<file path="src/rtl/tape_lcd_printer_pkg.sv">
// tape_pkg: shared definitions for the tape LCD printer.
//   - Tape symbol codes and the symbol -> ASCII map.
//   - HD44780 command bytes and the power-up init command order.
//   - State encodings for the printer FSM and the LCD write engine.
package tape_pkg;

    localparam logic [1:0] SYM_BLANK = 2'b00;
    localparam logic [1:0] SYM_ZERO  = 2'b01;
    localparam logic [1:0] SYM_ONE   = 2'b10;
    localparam logic [1:0] SYM_HASH  = 2'b11;

    localparam logic [7:0] CMD_FUNC_SET = 8'h38;
    localparam logic [7:0] CMD_DISP_ON  = 8'h0C;
    localparam logic [7:0] CMD_CLEAR    = 8'h01;
    localparam logic [7:0] CMD_ENTRY    = 8'h06;
    localparam logic [7:0] CMD_LINE1    = 8'h80;

    typedef enum logic [3:0] {
        S_PWRUP, S_INIT, S_INIT_W, S_IDLE, S_SETADDR, S_SETADDR_W,
        S_REQ, S_CAPT, S_CHAR, S_CHAR_W, S_DONE, S_WAITLOW
    } prn_state_t;

    typedef enum logic [2:0] {
        E_PWRUP, E_IDLE, E_SETUP, E_EN, E_HOLD, E_WAIT
    } eng_state_t;

    function automatic logic [7:0] sym_to_ascii(input logic [1:0] sym);
        case (sym)
            SYM_BLANK: return 8'h5F;
            SYM_ZERO:  return 8'h30;
            SYM_ONE:   return 8'h31;
            default:   return 8'h23;
        endcase
    endfunction

    function automatic logic [7:0] init_cmd(input logic [1:0] idx);
        case (idx)
            2'd0:    return CMD_FUNC_SET;
            2'd1:    return CMD_DISP_ON;
            2'd2:    return CMD_CLEAR;
            default: return CMD_ENTRY;
        endcase
    endfunction

endpackage

</file>
<file path="src/rtl/tape_lcd_printer_if.sv">
// tape_lcd_printer_if: print handshake, tape read port and LCD bus.
//   slave  : the printer (drives print_done/ready, tape strobe/address, LCD pins)
//   master : the machine / environment (drives print_start, window_base, mem_data)
interface tape_lcd_printer_if #(
    parameter int ADDR_W = 11
) ();
    logic              print_start;
    logic              print_done;
    logic [ADDR_W-1:0] window_base;
    logic              ready;
    logic              mem_access;
    logic              mem_rw;
    logic [ADDR_W-1:0] mem_addr;
    logic [1:0]        mem_data;
    logic [7:0]        lcd_data;
    logic              lcd_rs;
    logic              lcd_rw;
    logic              lcd_en;

    modport slave (
        input  print_start, window_base, mem_data,
        output print_done, ready, mem_access, mem_rw, mem_addr,
               lcd_data, lcd_rs, lcd_rw, lcd_en
    );

    modport master (
        output print_start, window_base, mem_data,
        input  print_done, ready, mem_access, mem_rw, mem_addr,
               lcd_data, lcd_rs, lcd_rw, lcd_en
    );
endinterface

</file>
<file path="src/rtl/tape_lcd_printer_lcd_write_engine.sv">
// lcd_write_engine: owns the LCD pins and the shared wait counter.
//   Out of reset it counts PWRUP_WAIT clocks and pulses done.
//   Afterwards each req (accepted only when idle) performs one write:
//   setup 1 clk, lcd_en high EN_CYCLES, hold 1 clk, then CMD_WAIT
//   (or CLR_WAIT when long_wait) idle clocks; done pulses in the last
//   wait clock.
// Ports: clk, rst, req, rs, data[7:0], long_wait -> done, lcd_data, lcd_rs,
//   lcd_rw, lcd_en.
module lcd_write_engine
    import tape_pkg::*;
#(
    parameter int EN_CYCLES  = 12,
    parameter int CMD_WAIT   = 2500,
    parameter int CLR_WAIT   = 100000,
    parameter int PWRUP_WAIT = 1000000
) (
    input  logic       clk,
    input  logic       rst,
    input  logic       req,
    input  logic       rs,
    input  logic [7:0] data,
    input  logic       long_wait,
    output logic       done,
    output logic [7:0] lcd_data,
    output logic       lcd_rs,
    output logic       lcd_rw,
    output logic       lcd_en
);
    localparam int M1 = (PWRUP_WAIT > CLR_WAIT) ? PWRUP_WAIT : CLR_WAIT;
    localparam int M2 = (M1 > CMD_WAIT) ? M1 : CMD_WAIT;
    localparam int M3 = (M2 > EN_CYCLES) ? M2 : EN_CYCLES;
    localparam int CW = $clog2(M3 + 1);

    eng_state_t    r_state, w_next;
    logic [CW-1:0] r_cnt, w_cnt_next, w_wait_last;
    logic [7:0]    r_data;
    logic          r_rs;
    logic          r_long;

    assign w_wait_last = r_long ? CW'(CLR_WAIT - 1) : CW'(CMD_WAIT - 1);

    always_ff @(posedge clk) begin
        if (rst) begin
            r_state <= E_PWRUP;
            r_cnt   <= '0;
            r_data  <= '0;
            r_rs    <= 1'b0;
            r_long  <= 1'b0;
        end else begin
            r_state <= w_next;
            r_cnt   <= w_cnt_next;
            if (r_state == E_IDLE && req) begin
                r_data <= data;
                r_rs   <= rs;
                r_long <= long_wait;
            end
        end
    end

    always_comb begin
        w_next     = r_state;
        w_cnt_next = r_cnt + CW'(1);
        done       = 1'b0;
        case (r_state)
            E_PWRUP: if (r_cnt == CW'(PWRUP_WAIT - 1)) begin
                done       = 1'b1;
                w_next     = E_IDLE;
                w_cnt_next = '0;
            end
            E_IDLE: begin
                w_cnt_next = '0;
                if (req) w_next = E_SETUP;
            end
            E_SETUP: begin
                w_next     = E_EN;
                w_cnt_next = '0;
            end
            E_EN: if (r_cnt == CW'(EN_CYCLES - 1)) begin
                w_next     = E_HOLD;
                w_cnt_next = '0;
            end
            E_HOLD: begin
                w_next     = E_WAIT;
                w_cnt_next = '0;
            end
            E_WAIT: if (r_cnt == w_wait_last) begin
                done       = 1'b1;
                w_next     = E_IDLE;
                w_cnt_next = '0;
            end
            default: w_next = E_PWRUP;
        endcase
    end

    assign lcd_data = r_data;
    assign lcd_rs   = r_rs;
    assign lcd_rw   = 1'b0;
    assign lcd_en   = (r_state == E_EN);

endmodule

</file>
<file path="src/rtl/tape_lcd_printer.sv">
// tape_lcd_printer: on print_start, reads WINDOW tape cells from
// window_base (wrapping modulo 2^ADDR_W), renders them on LCD line 1 and
// pulses print_done; runs the LCD power-up init after reset.
// Ports: clk, rst (sync, active-high), bus (tape_lcd_printer_if.slave):
//   print_start/print_done/ready handshake, window_base, tape read port
//   (mem_access, mem_rw, mem_addr, mem_data) and LCD pins.
module tape_lcd_printer
    import tape_pkg::*;
#(
    parameter int WINDOW     = 16,
    parameter int ADDR_W     = 11,
    parameter int EN_CYCLES  = 12,
    parameter int CMD_WAIT   = 2500,
    parameter int CLR_WAIT   = 100000,
    parameter int PWRUP_WAIT = 1000000
) (
    input  logic clk,
    input  logic rst,
    tape_lcd_printer_if.slave bus
);
    localparam logic [3:0] LAST_IDX = 4'(WINDOW - 1);

    prn_state_t        r_state, w_next;
    logic [ADDR_W-1:0] r_base;
    logic [3:0]        r_idx;
    logic [1:0]        r_init_idx;
    logic [1:0]        r_sym;
    logic              w_req, w_rs, w_long, w_eng_done;
    logic [7:0]        w_data;

    always_ff @(posedge clk) begin
        if (rst) begin
            r_state    <= S_PWRUP;
            r_base     <= '0;
            r_idx      <= '0;
            r_init_idx <= '0;
            r_sym      <= '0;
        end else begin
            r_state <= w_next;
            case (r_state)
                S_IDLE: if (bus.print_start) begin
                    r_base <= bus.window_base;
                    r_idx  <= '0;
                end
                S_INIT_W: if (w_eng_done) r_init_idx <= r_init_idx + 2'd1;
                S_CAPT:   r_sym <= bus.mem_data;
                S_CHAR_W: if (w_eng_done && r_idx != LAST_IDX) r_idx <= r_idx + 4'd1;
                default: ;
            endcase
        end
    end

    // Each command/char state raises req for one cycle only; the matching
    // _W state then waits for the engine, which is idle again on the cycle
    // after its done pulse.
    always_comb begin
        w_next = r_state;
        w_req  = 1'b0;
        w_rs   = 1'b0;
        w_long = 1'b0;
        w_data = init_cmd(r_init_idx);
        case (r_state)
            S_PWRUP: if (w_eng_done) w_next = S_INIT;
            S_INIT: begin
                w_req  = 1'b1;
                w_long = (init_cmd(r_init_idx) == CMD_CLEAR);
                w_next = S_INIT_W;
            end
            S_INIT_W: if (w_eng_done) w_next = (r_init_idx == 2'd3) ? S_IDLE : S_INIT;
            S_IDLE: if (bus.print_start) w_next = S_SETADDR;
            S_SETADDR: begin
                w_req  = 1'b1;
                w_data = CMD_LINE1;
                w_next = S_SETADDR_W;
            end
            S_SETADDR_W: if (w_eng_done) w_next = S_REQ;
            S_REQ:  w_next = S_CAPT;
            S_CAPT: w_next = S_CHAR;
            S_CHAR: begin
                w_req  = 1'b1;
                w_rs   = 1'b1;
                w_data = sym_to_ascii(r_sym);
                w_next = S_CHAR_W;
            end
            S_CHAR_W: if (w_eng_done) w_next = (r_idx == LAST_IDX) ? S_DONE : S_REQ;
            S_DONE:    w_next = S_WAITLOW;
            S_WAITLOW: if (!bus.print_start) w_next = S_IDLE;
            default:   w_next = S_PWRUP;
        endcase
    end

    lcd_write_engine #(
        .EN_CYCLES (EN_CYCLES),
        .CMD_WAIT  (CMD_WAIT),
        .CLR_WAIT  (CLR_WAIT),
        .PWRUP_WAIT(PWRUP_WAIT)
    ) u_eng (
        .clk      (clk),
        .rst      (rst),
        .req      (w_req),
        .rs       (w_rs),
        .data     (w_data),
        .long_wait(w_long),
        .done     (w_eng_done),
        .lcd_data (bus.lcd_data),
        .lcd_rs   (bus.lcd_rs),
        .lcd_rw   (bus.lcd_rw),
        .lcd_en   (bus.lcd_en)
    );

    assign bus.print_done = (r_state == S_DONE);
    assign bus.ready      = (r_state == S_IDLE);
    assign bus.mem_access = (r_state == S_REQ);
    assign bus.mem_rw     = 1'b1;
    assign bus.mem_addr   = r_base + ADDR_W'(r_idx);

endmodule

</file>
<file path="src/flat_wrapper.sv">
// flat-port wrapper written by rule: the top's interface ports become plain ports
module tape_lcd_printer_flat import tape_pkg::*;
#(
    parameter int WINDOW     = 16,
    parameter int ADDR_W     = 11,
    parameter int EN_CYCLES  = 12,
    parameter int CMD_WAIT   = 2500,
    parameter int CLR_WAIT   = 100000,
    parameter int PWRUP_WAIT = 1000000
)
  (clk, rst, bus_print_start, bus_window_base, bus_mem_data, bus_print_done, bus_ready, bus_mem_access, bus_mem_rw, bus_mem_addr, bus_lcd_data, bus_lcd_rs, bus_lcd_rw, bus_lcd_en);
  tape_lcd_printer_if #(.ADDR_W(ADDR_W)) bus_i ();
  input  logic clk;
  input  logic rst;
  input wire logic [$bits(bus_i.print_start)-1:0] bus_print_start;
  input wire logic [$bits(bus_i.window_base)-1:0] bus_window_base;
  input wire logic [$bits(bus_i.mem_data)-1:0] bus_mem_data;
  output wire logic [$bits(bus_i.print_done)-1:0] bus_print_done;
  output wire logic [$bits(bus_i.ready)-1:0] bus_ready;
  output wire logic [$bits(bus_i.mem_access)-1:0] bus_mem_access;
  output wire logic [$bits(bus_i.mem_rw)-1:0] bus_mem_rw;
  output wire logic [$bits(bus_i.mem_addr)-1:0] bus_mem_addr;
  output wire logic [$bits(bus_i.lcd_data)-1:0] bus_lcd_data;
  output wire logic [$bits(bus_i.lcd_rs)-1:0] bus_lcd_rs;
  output wire logic [$bits(bus_i.lcd_rw)-1:0] bus_lcd_rw;
  output wire logic [$bits(bus_i.lcd_en)-1:0] bus_lcd_en;
  assign bus_i.print_start = bus_print_start;
  assign bus_i.window_base = bus_window_base;
  assign bus_i.mem_data = bus_mem_data;
  assign bus_print_done = bus_i.print_done;
  assign bus_ready = bus_i.ready;
  assign bus_mem_access = bus_i.mem_access;
  assign bus_mem_rw = bus_i.mem_rw;
  assign bus_mem_addr = bus_i.mem_addr;
  assign bus_lcd_data = bus_i.lcd_data;
  assign bus_lcd_rs = bus_i.lcd_rs;
  assign bus_lcd_rw = bus_i.lcd_rw;
  assign bus_lcd_en = bus_i.lcd_en;
  tape_lcd_printer #(.WINDOW(WINDOW), .ADDR_W(ADDR_W), .EN_CYCLES(EN_CYCLES), .CMD_WAIT(CMD_WAIT), .CLR_WAIT(CLR_WAIT), .PWRUP_WAIT(PWRUP_WAIT)) u_core (.clk(clk), .rst(rst), .bus(bus_i));
endmodule
</file>
<file path="config.mk">
export PLATFORM = sky130hd
export DESIGN_NAME = tape_lcd_printer_flat
export DESIGN_NICKNAME = d
export VERILOG_FILES = /design/src/rtl/tape_lcd_printer_pkg.sv /design/src/rtl/tape_lcd_printer_if.sv /design/src/rtl/tape_lcd_printer_lcd_write_engine.sv /design/src/rtl/tape_lcd_printer.sv /design/src/flat_wrapper.sv
export SDC_FILE = /design/constraint.sdc
export NUM_CORES = 1
export LEC_CHECK = 0
export BUFFER_PORTS_ARGS = -buffer_cell sky130_fd_sc_hd__buf_4
export CAP_MARGIN = 15
export CORE_ASPECT_RATIO = 0.75
export CORE_MARGIN = 10
export CORE_UTILIZATION = 52
export DETAILED_ROUTE_END_ITERATION = 6
export GPL_ROUTABILITY_DRIVEN = 0
export GPL_TIMING_DRIVEN = 1
export PLACE_DENSITY_LB_ADDON = 0.12
export RECOVER_POWER = 25
export SYNTH_ARGS = -nofsm -noshare
export SYNTH_HDL_FRONTEND = slang
export SYNTH_HIERARCHICAL = 1
export SYNTH_SLANG_ARGS = --single-unit
export TNS_END_PERCENT = 5
</file>
<file path="constraint.sdc">
create_clock -name clk -period 2.4 [get_ports clk]
set_input_delay 0.12 -clock clk [delete_from_list [all_inputs] [get_ports clk]]
set_output_delay 0.12 -clock clk [all_outputs]
set_load 0.01 [all_outputs]
</file>
=== Yosys cells after proc, flatten, opt, wreduce, memory -nomap -nowiden ===
Index checks and enable logic that the tools add are counted.

* Register bits: 56
* Bits in latches: 0
* Memory bits (writable): 0
* ROM bits: 0
* Bits of input ports: 16
* Output and inout bits: 26
* Logic and storage cells: 98
* Memories: 0

* Add/subtract/negate cells: 4
* Multiply operators: 0
* Div/mod/pow operators: 0
* Order comparisons: 0
* Equality and inequality tests: 38
* Shift-type cells: 0
* Multiplexer cells: 32
* Bitwise operators: 0
* Reductions and logical operators: 14

{| class="wikitable"
|+ Operators by type and width
! cell !! count
|-
| $pmux W20 S4 || 1
|-
| $mux W20 || 3
|-
| $pmux W4 S12 || 1
|-
| $mux W4 || 9
|-
| $pmux W7 S3 || 1
|-
| $add A20 B1 Y20 const B || 1
|-
| $eq A20 B20 Y1 || 1
|-
| $eq A20 B20 Y1 const B || 1
|-
| $eq A20 B4 Y1 const B || 1
|-
| $eq A4 B4 Y1 const B || 5
|-
| $pmux W3 S6 || 1
|-
| $pmux W6 S3 || 1
|-
| $mux W17 || 1
|-
| $eq A4 B3 Y1 const B || 4
|-
| $pmux W8 S2 || 1
|-
| $mux W3 || 4
|-
| $ne A2 B1 Y1 const B || 6
|-
| $add A11 B4 Y11 || 1
|-
| $ne A2 B2 Y1 const B || 5
|-
| $eq A4 B2 Y1 const B || 2
|-
| $eq A8 B1 Y1 const B || 1
|-
| $mux W8 || 1
|-
| $pmux W4 S2 || 1
|-
| $eq A2 B2 Y1 const B || 3
|-
| other kinds (21) || 32
|}

=== Depth between registers and ports, before layout ===
* Word-level depth: 7
* Mapped depth: 10
* Gate-level depth less buffers: 10

=== Modules after synthesis ===
The synthesis kept the hierarchy.

{| class="wikitable"
|+ Modules (own cells, without submodules)
! module !! times used !! cells an instance !! area each (µm²) !! seq. area each (µm²)
|-
| tape_lcd_printer || 1 || 192 || 1,656.6 || 460.4
|-
| lcd_write_engine || 1 || 191 || 1,554.0 || 660.6
|}

=== Worst setup path before layout ===
OpenSTA, ideal clock, no wires.

* Kind: register -> register
* From: reg u_core.u_eng.r_cnt[0]
* To: reg u_core.r_idx[0]
* Library setup time: 0.115 ns
* Data arrival time: 2.494 ns
* Data required time: 2.285 ns
* Slack: -0.209 ns
* Cell stages (with the launch flop): 11
* Buffers on the path: 0
* Period minus slack after synthesis: 2.609 ns
* Cells stage by stage: dfxtp_1 -> ha_1 -> or4b_1 -> nor3_1 -> o2111ai_1 -> o21ai_0 -> nor2b_1 -> and2b_1 -> nand3b_4 -> and3_1 -> o21ba_1

* Word-level cells in the longest chain between the ends: 6
* Elaborated cells between the ends (all ways): 8
* Those cells by class: 3 x eq/ne; 3 x mux; 2 x reduce/logical

{| class="wikitable"
|+ Ends and longest elaborated chain
! element !! RTL line !! RTL
|-
| start: declaration || tape_lcd_printer_lcd_write_engine.sv:35 || <nowiki>logic [CW-1:0] r_cnt, w_cnt_next, w_wait_last;</nowiki>
|-
| start signal: assignment || tape_lcd_printer_lcd_write_engine.sv:51 || <nowiki>r_cnt <= w_cnt_next;</nowiki>
|-
| $eq A20 B20 Y1, on equally long branches || tape_lcd_printer_lcd_write_engine.sv:86, tape_lcd_printer_lcd_write_engine.sv:65 ||
|-
| $mux W1, on equally long branches || tape_lcd_printer_lcd_write_engine.sv:86, tape_lcd_printer_lcd_write_engine.sv:65 ||
|-
| $pmux W1 S2 * || tape_lcd_printer_lcd_write_engine.sv:64 || <nowiki>case (r_state)</nowiki>
|-
| named net u_core.w_eng_done || tape_lcd_printer.sv:28 || <nowiki>logic w_req, w_rs, w_long, w_eng_done;</nowiki>
|-
| $logic_and A1 B1 Y1 * || tape_lcd_printer.sv:47 || <nowiki>S_CHAR_W: if (w_eng_done && r_idx != LAST_IDX) r_idx <= r_idx + 4'd1;</nowiki>
|-
| $ne A2 B1 Y1 (no source line) * || n/a ||
|-
| $reduce_and A3 Y1 (no source line) * || n/a ||
|-
| end signal: assignment || tape_lcd_printer.sv:47 ||
|-
| end: declaration || tape_lcd_printer.sv:25 || <nowiki>logic [3:0] r_idx;</nowiki>
|}

The timed path passes the listed nets; every way through them passes the cells marked *.
A chain may end at the register's enable or synchronous reset.

=== Final worst setup path ===
* From: reg u_core.u_eng.r_cnt[0]
* To: reg u_core.r_idx[3]

The elaborated chain is that of the path after synthesis.

==> flow_metrics.env <==
export IMPL_outcome="complete, no violations"
export IMPL_worst_slew_pin_slew_ns=0.632
export IMPL_drcViolationCount=0
export IMPL_syn_cell_area_um2=3210
export IMPL_grt_pass1_wl_um=12600
export IMPL_h_tree_depth=2
export IMPL_area_growth_syn_to_layout_pct=17.5
export IMPL_vias=2770
export IMPL_dp_hpwl_um=5140
export IMPL_core_region_area_um2=5890
export IMPL_worstReg2RegEnd="u_core/r_idx[3]"
export IMPL_path_cells="ha_4, or4b_4, nor3_4, o2111ai_2, o21ai_1, nor2b_4, and2b_2, nand3b_4, buf_4, o32a_1, o21ai_1"
export IMPL_cp_common_cell="o21ai_1"
export IMPL_total_power_w=0.00171
export IMPL_synthCells=383
export IMPL_antenna_left=0
export IMPL_synth_top_area_share=0.349
export IMPL_via_per_inst=5.47
export IMPL_io_pins=42
export IMPL_maxSlewHeadroom=0.578
export IMPL_cts_buffer_depth=2
export IMPL_dieArea_um2=9750
export IMPL_async_flop_share=0
export IMPL_grt_antenna_before_repair=0
export IMPL_overflow=0
export IMPL_cts_tree="done"
export IMPL_hold_viol=0
export IMPL_cp_arrival_ns=2.63
export IMPL_n_fill_cell=542
export IMPL_yosysTopAreaCell="dfxtp_1"
export IMPL_grt_pass1_vias=2656
export IMPL_clock_sinks=56
export IMPL_firstDrtPassIters=4
export IMPL_cp_slowest_stage_delay_ns=0.47
export IMPL_wl_um=7290
export IMPL_start_kind="flop"
export IMPL_min_period_ns=2.38
export IMPL_cts_hold_repair_buffers=0
export IMPL_crit_family="simple AND/OR/NAND/NOR gates"
export IMPL_crit_path_start="u_core/u_eng/r_cnt[0]"
export IMPL_p_leak_nw=1.62
export IMPL_cts_made_buffers=5
export IMPL_hold_ws_ns=0.0320
export IMPL_synth_flop_cell="dfxtp_1"
export IMPL_wl_per_cell_um=14.4
export IMPL_critPathCapture="u_core/r_idx[3]"
export IMPL_chipHeight_um=88.1
export IMPL_drt_iter0_markers=149
export IMPL_postSynthAreaPerCell_um2=8.38
export IMPL_end_kind="flop"
export IMPL_seq_area_frac_synth=0.349
export IMPL_peakVddDrop_mv=0.251
export IMPL_antenna_cells=0
export IMPL_synth_edf_count=0
export IMPL_finalCritPeriodShare=0.990
export IMPL_grt_setup_unrepaired="true"
export IMPL_grt_max_degree=60
export IMPL_grt_usage=0.150
export IMPL_clk_pin_slew_ns=0.11
export IMPL_required_ns=2.65
export IMPL_num_rows=24
export IMPL_powerDensity_nw_per_um2=453
export IMPL_ff2ff_setup_slack_ns=0.02
export IMPL_synth_seq_cells=56
export IMPL_crit_type="flop to flop"
export IMPL_synth_top_cells_by_area="dfxtp_1 (35%), ha_1 (6.2%), xor2_1 (6.0%), nand2_1 (4.9%), mux2i_1 (4.4%)"
export IMPL_cp_max_fo=7
export IMPL_timing_rr_start="u_core/u_eng/r_cnt[0]"
export IMPL_die_w_um=111
export IMPL_r2r_cells=11
export IMPL_root_buffer="clkbuf_8"
export IMPL_synth_yosys_warnings=6
export IMPL_final_nets=460
export IMPL_synth_cell_types=59
export IMPL_crit_slowest_cell="or4b_4"
export IMPL_worst_path_buf_inv=1
export IMPL_clkLatencyLatePin_ns=0.31
export IMPL_io_buffers=39
export IMPL_start_util=0.545
export IMPL_hp_class="input pin to flop"
export IMPL_setup_violations=0
export IMPL_cap_violations=0
export IMPL_synth_nets=416
export IMPL_clock_skew_ns=0.00552
export IMPL_cp_depth=11
export IMPL_fmax_mhz=421
export IMPL_drive_gt1_frac=0.192
export IMPL_final_max_slew_viol_count=0
[state kept, by name, indices dropped and copies added (netlist names)]
| register | cells |
|---|---|
| u_core/r_base | 11 |
| u_core/r_idx | 4 |
| u_core/r_init_idx | 2 |
| u_core/r_state | 4 |
| u_core/r_sym | 2 |
| u_core/u_eng/lcd_data | 8 |
| u_core/u_eng/lcd_rs | 1 |
| u_core/u_eng/r_cnt | 20 |
| u_core/u_eng/r_long | 1 |
| u_core/u_eng/r_state | 3 |
[Yosys cell counts (all sizes together) (2+ instances only)]
library cell   n
nand3b         3
clkbuf        10
nor3b          5
nand2         43
nor4           3
buf           12
nor4b          3
nand3         15
and4           2
a211oi         2
and2b          2
a31oi          3
xnor2          7
a21oi         21
nor2b          5
xor2          22
nand2b         4
nand4          8
a21o           3
nand4b         3
dfxtp         56
and3           8
conb           2
inv           15
or4b           2
nor2          36
nor3          28
ha            16
mux2i         14
o21ai         13
[layer usage]
metal | vias to the layer above | global-route usage | routed length, µm
li1 | 1409 | - | -
met1 | 1290 | 0.200 | 3650
met2 | 64 | 0.239 | 3220
met3 | 7 | 0.0376 | 377
met4 | 0 | 0.0354 | 46
met5 | - | 0 | 0
[layout make-up]
cell class	count	area (µm²)	area share
clock buffers	5	68.8	0.0182
well taps	78	97.6	0.0259
repair buffers	59	402	0.106
multi-input cells	290	1980	0.524
flip-flops and latches	56	1120	0.298
clock inverters	3	46.3	0.0123
inverters	15	56.3	0.0149
[cell families after synthesis]
logic type,Yosys count,synth area share
simple gates,175,0.299
flops,56,0.349
compound gates,53,0.0998
buf+inv,37,0.0588
xor+xnor,29,0.0791
fa+ha+maj,17,0.0686
mux,14,0.0436
other cells,2,0.00234
[power breakdown]
group / leakage, nW / total [W] / switching [W] / internal [W]
clock network: 0.0548 / 0.000645 / 0.000330 / 0.000315
logic: 1.11 / 0.000112 / 0.0000577 / 0.0000544
registers: 0.452 / 0.000951 / 0.0000116 / 0.000939
[metrics by stage]
stage	utilization	setup TNS, ns	setup WS [ns]	std cells	area, µm²
global placement	0.615	0	0.0453	494	3620
CTS	0.643	-0.00486	-0.00486	505	3780
detailed placement	0.615	-0.0284	-0.0284	494	3620
floorplan	-	0	0.0250	383	3240
finish	0.641	0	0.0238	506	3770
global route	0.641	-0.881	-0.123	506	3770
[how the worst min path moves through the flow]
stage / from / endpoint / slack (ns) / depth (start not counted)
finish: bus_mem_data[0] / u_core/r_sym[0] / 0.03 / 3
global route: bus_mem_data[0] / u_core/r_sym[0] / 0.04 / 3
CTS: bus_window_base[4] / u_core/r_base[4] / 0.02 / 3
detailed placement: bus_window_base[4] / u_core/r_base[4] / 0.36 / 3
global placement: bus_window_base[0] / u_core/r_base[0] / 0.35 / 3
floorplan: rst / u_core/r_idx[2] / 0.25 / 1
[placed cells by master (no fill, tap or decap), types with 5 or more instances in the layout]
cell      count
dfxtp_1      54
nor3b_1       5
nand3_1      15
a21oi_1      19
inv_1        13
ha_1         14
nand4_1       7
o21ai_1       7
clkbuf_1     11
buf_4        48
xor2_1       22
nand2_1      42
nor2_1       34
xnor2_1       7
o21ai_0       5
and3_1        7
nor3_1       27
clkbuf_8      5
mux2i_1      14
[worst register-to-register path: cells and delay by family, from the launching register on]
family | cells | cell delay (ns)
AOI/OAI and AO/OA | 4 | 0.55
DFF | 1 | 0.36
buffers and inverters | 1 | 0.17
adders and majority gates | 1 | 0.13
and+or+nand+nor | 5 | 1.09
[what timing repair did]
action | CTS | global route
buffers inserted | 3 | 1
setup endpoints to repair | 5 | 34
gates resized for setup | 7 | 8
pin swaps | 4 | 5
Note: power is estimated with default switching activity, not from simulation.
